File: src/rtl/cache_def_pkg.sv
// Shared widths, record types and FSM states for the direct-mapped cache controller.
package cache_def_pkg;

  localparam int unsigned CacheAddrW  = 32;
  localparam int unsigned CacheIndexW = 10;
  localparam int unsigned CacheTagW   = 18;
  localparam int unsigned CacheLineW  = 128;
  localparam int unsigned CacheCntW   = 32;
  localparam int unsigned CacheWordW  = 32;

  typedef struct packed {
    logic                 valid;
    logic                 dirty;
    logic [CacheTagW-1:0] tag;
  } cache_tag_type;

  typedef struct packed {
    logic [CacheIndexW-1:0] index;
    logic                   we;
  } cache_req_type;

  typedef logic [CacheLineW-1:0] cache_data_type;

  typedef struct packed {
    logic                  valid;
    logic                  rw;
    logic [CacheAddrW-1:0] addr;
    logic [CacheWordW-1:0] data;
  } cpu_req_type;

  typedef struct packed {
    logic                  ready;
    logic [CacheWordW-1:0] data;
  } cpu_result_type;

  typedef struct packed {
    logic                  valid;
    logic                  rw;
    logic [CacheAddrW-1:0] addr;
    cache_data_type        data;
  } mem_req_type;

  typedef struct packed {
    logic           ready;
    cache_data_type data;
  } mem_data_type;

  typedef enum logic [1:0] {StIdle, StCompareTag, StAllocate, StWriteBack} cache_state_e;

endpackage

File: src/rtl/dm_cache_ctrl.sv
// Blocking FSM for a direct-mapped write-back, write-allocate cache with
// external tag/data stores (combinational read, registered write).
module dm_cache_ctrl
  import cache_def_pkg::*;
#(
  parameter int unsigned ADDR_W  = CacheAddrW,
  parameter int unsigned INDEX_W = CacheIndexW,
  parameter int unsigned TAG_W   = CacheTagW,
  parameter int unsigned LINE_W  = CacheLineW,
  parameter int unsigned CNT_W   = CacheCntW
) (
  input  logic               clk,
  input  logic               rst,
  input  logic               cpu_req_valid,
  input  logic               cpu_req_rw,
  input  logic [ADDR_W-1:0]  cpu_req_addr,
  input  logic [31:0]        cpu_req_data,
  output logic               cpu_res_ready,
  output logic [31:0]        cpu_res_data,
  output logic               mem_req_valid,
  output logic               mem_req_rw,
  output logic [ADDR_W-1:0]  mem_req_addr,
  output logic [LINE_W-1:0]  mem_req_data,
  input  logic               mem_data_ready,
  input  logic [LINE_W-1:0]  mem_data_data,
  output logic [INDEX_W-1:0] tag_req_index,
  output logic               tag_req_we,
  output logic [TAG_W+1:0]   tag_write,
  input  logic [TAG_W+1:0]   tag_read,
  output logic [INDEX_W-1:0] data_req_index,
  output logic               data_req_we,
  output logic [LINE_W-1:0]  data_write,
  input  logic [LINE_W-1:0]  data_read,
  output logic [CNT_W-1:0]   hit_cnt,
  output logic [CNT_W-1:0]   miss_cnt
);

  cache_state_e     state_q, state_d;
  cpu_req_type      req_q, req_d;
  logic             missed_q, missed_d;
  logic [CNT_W-1:0] hit_cnt_q, hit_cnt_d;
  logic [CNT_W-1:0] miss_cnt_q, miss_cnt_d;

  cache_tag_type      tag_rd;
  logic [INDEX_W-1:0] req_index;
  logic [TAG_W-1:0]   req_tag;
  logic [6:0]         lane_base;
  logic               hit;
  logic               tag_we, data_we;

  assign tag_rd    = cache_tag_type'(tag_read);
  assign req_index = req_q.addr[INDEX_W+3:4];
  assign req_tag   = req_q.addr[ADDR_W-1:INDEX_W+4];
  assign lane_base = {req_q.addr[3:2], 5'd0};
  assign hit       = tag_rd.valid && (tag_rd.tag == req_tag);

  assign tag_req_index  = (state_q == StIdle) ? cpu_req_addr[INDEX_W+3:4] : req_index;
  assign data_req_index = tag_req_index;
  // Store writes are suppressed while reset is asserted so an abandoned fill leaves no trace.
  assign tag_req_we     = tag_we & ~rst;
  assign data_req_we    = data_we & ~rst;
  assign hit_cnt        = hit_cnt_q;
  assign miss_cnt       = miss_cnt_q;

  logic unused_addr_bits;
  assign unused_addr_bits = ^{req_q.valid, req_q.addr[1:0], cpu_req_addr[1:0]};

  always_comb begin
    state_d       = state_q;
    req_d         = req_q;
    missed_d      = missed_q;
    hit_cnt_d     = hit_cnt_q;
    miss_cnt_d    = miss_cnt_q;
    cpu_res_ready = 1'b0;
    cpu_res_data  = '0;
    mem_req_valid = 1'b0;
    mem_req_rw    = 1'b0;
    mem_req_addr  = '0;
    mem_req_data  = '0;
    tag_we        = 1'b0;
    tag_write     = '0;
    data_we       = 1'b0;
    data_write    = '0;

    unique case (state_q)
      StIdle: begin
        if (cpu_req_valid) begin
          req_d    = '{valid: 1'b1, rw: cpu_req_rw, addr: cpu_req_addr, data: cpu_req_data};
          missed_d = 1'b0;
          state_d  = StCompareTag;
        end
      end
      StCompareTag: begin
        if (hit) begin
          cpu_res_ready = 1'b1;
          if (!missed_q && (hit_cnt_q != '1)) hit_cnt_d = hit_cnt_q + 1'b1;
          if (req_q.rw) begin
            data_we                      = 1'b1;
            data_write                   = data_read;
            data_write[lane_base +: 32]  = req_q.data;
            tag_we                       = 1'b1;
            tag_write                    = {1'b1, 1'b1, req_tag};
          end else begin
            cpu_res_data = data_read[lane_base +: 32];
          end
          state_d = StIdle;
        end else begin
          if (!missed_q && (miss_cnt_q != '1)) miss_cnt_d = miss_cnt_q + 1'b1;
          missed_d = 1'b1;
          state_d  = (tag_rd.valid && tag_rd.dirty) ? StWriteBack : StAllocate;
        end
      end
      StWriteBack: begin
        mem_req_valid = 1'b1;
        mem_req_rw    = 1'b1;
        mem_req_addr  = {tag_rd.tag, req_index, 4'h0};
        mem_req_data  = data_read;
        if (mem_data_ready) state_d = StAllocate;
      end
      StAllocate: begin
        mem_req_valid = 1'b1;
        mem_req_addr  = {req_tag, req_index, 4'h0};
        if (mem_data_ready) begin
          data_we    = 1'b1;
          data_write = mem_data_data;
          tag_we     = 1'b1;
          tag_write  = {1'b1, 1'b0, req_tag};
          state_d    = StCompareTag;
        end
      end
      default: state_d = StIdle;
    endcase
  end

  always_ff @(posedge clk) begin
    if (rst) begin
      state_q    <= StIdle;
      req_q      <= '0;
      missed_q   <= 1'b0;
      hit_cnt_q  <= '0;
      miss_cnt_q <= '0;
    end else begin
      state_q    <= state_d;
      req_q      <= req_d;
      missed_q   <= missed_d;
      hit_cnt_q  <= hit_cnt_d;
      miss_cnt_q <= miss_cnt_d;
    end
  end

endmodule
File: config.mk
export PLATFORM = sky130hd
export DESIGN_NAME = dm_cache_ctrl
export DESIGN_NICKNAME = d
export VERILOG_FILES = /design/src/rtl/cache_def_pkg.sv /design/src/rtl/dm_cache_ctrl.sv
export SDC_FILE = /design/constraint.sdc
export NUM_CORES = 1
export LEC_CHECK = 0
export ABC_AREA = 1
export CORE_AREA = 10 10 295 297
export DETAILED_ROUTE_END_ITERATION = 12
export DIE_AREA = 0 0 305 307
export SETUP_SLACK_MARGIN = 0.3
export SLEW_MARGIN = 20
export SYNTH_ARGS = -nofsm -noshare
export SYNTH_HDL_FRONTEND = slang
export SYNTH_SLANG_ARGS = --single-unit
File: constraint.sdc
create_clock -name clk -period 3.54 [get_ports clk]
set_input_delay 0.354 -clock clk [delete_from_list [all_inputs] [get_ports clk]]
set_output_delay 0.354 -clock clk [all_outputs]
set_load 0.01 [all_outputs]
==> results.cfg, run 1 <==
[run_status]
outcome = completed

[synth]
synthTopCellsByArea = nand2_1 23%, dfxtp_1 20%, inv_1 10%, o21ai_0 8.4%, nor2_1 8.0%
synth_xor_area_share_pct = 1.766
synth_edf_count = 0
synth_cells = 2425
synth-seq-cells = 130
netlist_area_sq_um = 12900
yosys_warnings = 0
synth_top_cell_by_area = nand2_1
synthMuxAreaShare_pct = 0
synth-main-ff-cell = dfxtp_1
synth_area_per_cell_sq_um = 5.319
synth_fa_ha_area_share_pct = 1.067
synth_top_family_by_area = simple AND/OR/NAND/NOR gates
seq_area_frac_synth_pct = 20.18
synth_top_area_share_pct = 23.08
yosysMostFrequentCell = nand2_1
ys_async_sr_fraction_pct = 0
ys_types = 34
yosys.area_share.simple_pct = 37.64
ys_top_cells_by_count = 793 x nand2_1, 352 x inv_1, 274 x nor2_1
synth_compound_area_share_pct = 22.59

[global_routing]
globalRouteOverflowTotal = 0
antenna_found_initial = 34
grt_pass1_vias = 18875
grt_pass1_wl_mm = 147.9
track_usage_pct = 21.88
grt_max_degree = 68

[finish]
final_cells = 4277
final_area_sq_um = 23570
fin_nets = 3533
area_growth_pct = 82.75
drive_above_1_share_pct = 11.69

[timing]
period_needed_ns = 3.196
final-setup-viol-count = 0
rsz0062_at_grt = true
clock_skew_ns = 0.01657
holdWs_ns = 0.4619
hold_viol = 0
worst_pin_slew_ns = 0.8989
finalMaxSlewViolations = 0
max_freq_ghz = 0.3129
setup_ws_ns = 0.3439
post-route-period-util_pct = 90.28
finalSetupTns_ns = 0
slew_headroom_pct = 40.07

[critical_path]
crit_fanout = 8
r2r-start = state_q[0]
worstSetupStartpointType = register
crit_required_ns = 3.19
arrival_ns = 2.84
path_class = reg2out
endpoint_kind = output port
cp-startpoint = req_q[54]

[pwr]
power_leakage_nw = 10.97
max-vdd-ir-drop_mv = 0.3379
power_density_nw_per_um2 = 414.0

[drt]
drt-pass1-iter-count = 6
post_drt_via_cell_ratio = 4.590
vias = 19630
wl_per_cell_um = 25.26
wl_mm = 108.0
drcViolationCount = 0
ant_nets = 0
drtIter0Drc = 1630

[clocking]
ctsHtreeMaxLevel = 4
root_buffer = clkbuf_16
cts_tree = yes
ctsHoldBuffers = 0
numCtsBuffers = 17
clkTransAtPathRegs_ns = 0.07
clk_latency_ns = 0.48
cts_buffer_depth = 2
clock-sinks = 130

[flow_run]
maxCapViolations = 0

[placement]
place_ws_ns = -0.3130
io_buffers = 767
place_area_sq_um = 22020
place_inst = 4176
place_congestion = 0.9981
hpwlAfterDp_mm = 87.38

[worst_hold_path]
min-delay-path-class = reg2reg
hold_path_startpoint = req_index[8]

[floorplan]
io_pins = 774
fp.dieW_um = 305
initial_core_util_pct = 15.86
core-area_sq_um = 81320
rows = 105
die-area_sq_um = 93640
die_height_um = 307
-- cell usage in the layout (no fill, tap or decap), drive strengths merged, types with 15 or more instances in the layout --
master           n
inv            374
nand4           76
clkdlybuf4s15   26
nand2          793
dfxtp          130
o22ai           50
nor3            19
buf            161
a22oi           65
clkbuf          24
o21ai          236
clkdlybuf4s50  569
nand3           42
xor2            15
a21oi          151
diode           17
nor2           276
dlygate4sd2    126
-- final timing paths --
path / endpoint / slack [ns] / depth (start not counted)
hold / removal: req_index[8] / 0.46 / 2
hold reg to reg: req_index[8] / 0.46 / 2
setup / recovery: data_write[59] / 0.34 / 14
setup reg to reg: req_q[17] / 0.98 / 6
-- critical path, cell delays in order, from the launching register on --
cell           delay, ns
dfxtp_4             0.36
nand2_4             0.09
nand2_4             0.06
nor2_4              0.13
buf_6               0.12
nand2_4             0.05
nor2_4              0.12
nand3_4             0.10
nor2_4              0.12
nand3_4             0.08
buf_12              0.17
buf_12              0.13
bufbuf_16           0.28
o21ai_0             0.23
dlygate4sd2_1       0.31
-- metal layers --
metal / vias to the layer above / global-route usage, % / wire length [um]
li1: 9185 / - / -
met1: 9185 / 25.18 / 41690
met2: 1034 / 36.15 / 50660
met3: 208 / 6.622 / 9715
met4: 18 / 11.51 / 5856
met5: - / 0 / 120
-- cells by family after synthesis --
group                      Yosys count
DFF                                130
AOI/OAI and AO/OA                  505
adders and majority gates           11
buffers and inverters              541
and+or+nand+nor                   1211
other                                1
xor gates and xnor gates            26
-- timing repair --
| action | in CTS | in global routing |
|---|---|---|
| setup buffers | 26 | 18 |
| endpoints found under the setup margin | 200 | 128 |
| cloned | 7 | 1 |
| pin swaps | 17 | 20 |
| hold endpoints to repair | 0 | 0 |
| gates resized for setup | 379 | 110 |
-- layout make-up --
| type | instances | area, sq um |
|---|---|---|
| clock buffers | 17 | 425.4 |
| multi-input cells | 1757 | 8549 |
| repair buffers | 902 | 8974 |
| clock inverters | 15 | 183.9 |
| flip-flops and latches | 130 | 2626 |
| fillers | 9208 | 57750 |
| inverters | 367 | 1414 |
| repair inverters | 2 | 16.27 |
| diodes | 17 | 42.54 |
| well taps | 1070 | 1339 |
-- report_power, final --
group | total (W) | switching (W) | internal (W)
combinational | 0.00585 | 0.00366 | 0.00219
clock | 0.00199 | 0.000910 | 0.00107
sequential | 0.00193 | 0.000220 | 0.00171
total | 0.00976 | 0.00479 | 0.00497
-- registers in the layout, indices dropped and copies added (netlist names) --
name,cells
missed_q,1
lane_base,2
hit_cnt,32
state_q,2
req_q,51
req_index,10
miss_cnt,32
-- metrics by stage --
| stage | total power [W] | utilization, % |
|---|---|---|
| 6_report | 0.009758 | 28.98 |
| 5_1_grt | 0.01031 | 28.98 |
| 4_1_cts | 0.009704 | 28.51 |
| 3_5_place_dp | 0.007556 | 27.07 |
| 3_3_place_gp | 0.007551 | 27.07 |
| 2_1_floorplan | 0.004566 | - |
(Power assumes the default switching activity.)
==> inputs of run 2 (changes only) <==
Settings changed: SKIP_CTS_REPAIR_TIMING from default to 1.
==> run 2 against run 1 <==
Net effect: register-to-register slack is essentially flat; first-iteration DRC count increased by 2.1%; utilization increased by 0.52 points; clock skew rose by 0.0011 ns; combinational power up 2%; critical path type is now in2out; critical path depth is 1 higher; sequential power barely moved; critical endpoint is now data_write[121]; power is 1.1% higher; largest power group unchanged; setup slack worse by 0.26 ns; cell area is 1.8% higher; clock power about the same; largest cell class unchanged.
==> results.cfg, run 2 (synthesis gave the netlist of run 1 again) <==
[run_status]
outcome = completed

[floorplan]
io_pins = 774
fp.dieW_um = 305
rows = 105
core-area_sq_um = 81320
die_height_um = 307
die-area_sq_um = 93640
initial_core_util_pct = 15.86

[drt]
drt-pass1-iter-count = 5
drcViolationCount = 0
vias = 19673
post_drt_via_cell_ratio = 4.612
wl_mm = 110.0
drtIter0Drc = 1665
wl_per_cell_um = 25.79
ant_nets = 0

[pwr]
seq_power_share_pct = 19.6
intPower_w = 0.005036
p_sw_w = 0.004832
max-vdd-ir-drop_mv = 0.3486
p_total_w = 0.009868
power_leakage_nw = 13.05
p_clk_share_pct = 20.1
combPwrFrac_pct = 60.3
power_density_nw_per_um2 = 411.3
p_sw_share_pct = 48.97

[global_routing]
antenna_found_initial = 30
grt_max_degree = 69
track_usage_pct = 21.35
grt_pass1_vias = 18524
grt_pass1_wl_mm = 144.7
globalRouteOverflowTotal = 0

[timing]
slew_headroom_pct = 40.48
post-route-period-util_pct = 97.50
period_needed_ns = 3.451
rsz0062_at_grt = true
finalMaxSlewViolations = 0
max_freq_ghz = 0.2897
setup_ws_ns = 0.08855
hold_viol = 0
clock_skew_ns = 0.01769
worst_pin_slew_ns = 0.8927
final-setup-viol-count = 0

[critical_path]
arrival_ns = 3.10
r2r-end = hit_cnt[19]
path_class = in2out
worstSetupStartpointType = input port
r2r_cells = 11
r2r-start = hit_cnt[0]
endpoint_kind = output port
crit_fanout = 17
r2r_setup_slack_ns = 0.98
crit_required_ns = 3.19

[placement]
io_buffers = 767
place_ws_ns = -0.3130
place_area_sq_um = 22020
place_inst = 4176
place_congestion = 0.9981
hpwlAfterDp_mm = 87.38

[worst_hold_path]
min_to = req_index[8]
hold_path_startpoint = req_index[8]
hold-path-cell-count = 2
min-delay-path-class = reg2reg

[finish]
final_cells = 4266
most-common-layout-cells = 762 x nand2_1, 588 x clkdlybuf4s50_1, 344 x inv_1, 265 x nor2_1, 182 x o21ai_0
area_growth_pct = 86.03
drive_above_1_share_pct = 10.01
regMostFlops = req_q
final_common_cell = nand2_1
fin_nets = 3520
nFillCells = 9162
post-route-util_pct = 29.50
largest_register_ffs = 51
final_area_sq_um = 23990

[clocking]
clkTransAtPathRegs_ns = 0.07
root_buffer = clkbuf_16
clock-sinks = 130
clk_latency_ns = 0.48
ctsHtreeMaxLevel = 4
cts_tree = yes
cts_buffer_depth = 2
numCtsBuffers = 17

[flow_run]
maxCapViolations = 0
[run 2: cell types whose count changed in the layout (fill, tap and decap cells not counted), moves of 9 or more]
cell and delta:
dlymetal6s2s_1 +152, dlygate4sd2_1 -126, clkdlybuf4s50_1 +19, clkdlybuf4s15_1 -17, nand2_1 +17, buf_2 -10, clkdlybuf4s15_2 -9, nand2_2 -9
[run 2: power groups by stage]
stage | Clock (W) | Sequential (W) | Combinational [W]
finish | 0.00198 | 0.00193 | 0.00595
global route | 0.00211 | 0.00195 | 0.00634
CTS | 0.00206 | 0.00190 | 0.00565
detailed placement | 0 | 0.00193 | 0.00563
global placement | 0 | 0.00193 | 0.00562
floorplan | 0 | 0.00184 | 0.00273
[run 2: layout make-up]
| cell class | instances | area, sq um | share of cell area (%) |
|---|---|---|---|
| Clock inverter | 15 | 183.9 | 0.7666 |
| Multi-Input combinational cell | 1757 | 8544 | 35.61 |
| Tap cell | 1070 | 1339 | 5.580 |
| Sequential cell | 130 | 2619 | 10.91 |
| Timing Repair inverter | 1 | 7.507 | 0.03129 |
| Inverter | 367 | 1411 | 5.882 |
| Antenna cell | 19 | 47.55 | 0.1982 |
| Timing Repair Buffer | 890 | 9415 | 39.24 |
| Clock buffer | 17 | 425.4 | 1.773 |
[run 2: routing by layer]
metal / up-vias / track usage (%) / wire (um)
met4: 18 / 10.97 / 6664
li1: 9162 / - / -
met3: 248 / 6.930 / 9860
met1: 9154 / 24.40 / 42500
met2: 1091 / 35.26 / 50890
met5: - / 0 / 117
[run 2: how the worst max path moves through the flow]
stage / start / to / slack, ns / cells after the start
3_5_place_dp: tag_read[8] / data_write[37] / -0.31 / 14
2_1_floorplan: lane_base[5] / data_write[103] / 0.55 / 9
3_3_place_gp: tag_read[10] / data_write[37] / -0.37 / 14
6_report: tag_read[14] / data_write[121] / 0.09 / 15
4_1_cts: lane_base[6] / data_write[93] / -0.61 / 10
5_1_grt: req_q[57] / data_write[121] / 0.02 / 14
[run 2: critical path, stage by stage]
cell	delay, ns
clkdlybuf4s50_1	0.50
inv_1	0.08
nand2_2	0.08
nand2_4	0.09
nor2_2	0.11
nand2_1	0.06
nor2_1	0.09
buf_4	0.13
nand3_4	0.09
nor2_4	0.14
nand3_4	0.14
buf_4	0.22
clkbuf_16	0.21
o21ai_2	0.20
clkdlybuf4s50_1	0.59
[run 2: through the flow]
| stage | setup TNS [ns] | hold WS, ns |
|---|---|---|
| finish | 0 | 0.4631 |
| detailed placement | -15.27 | 0.4541 |
| global placement | -15.92 | 0.4511 |
| CTS | -25.52 | 0.4215 |
| floorplan | 0 | 0.4389 |
| global route | 0 | 0.4775 |
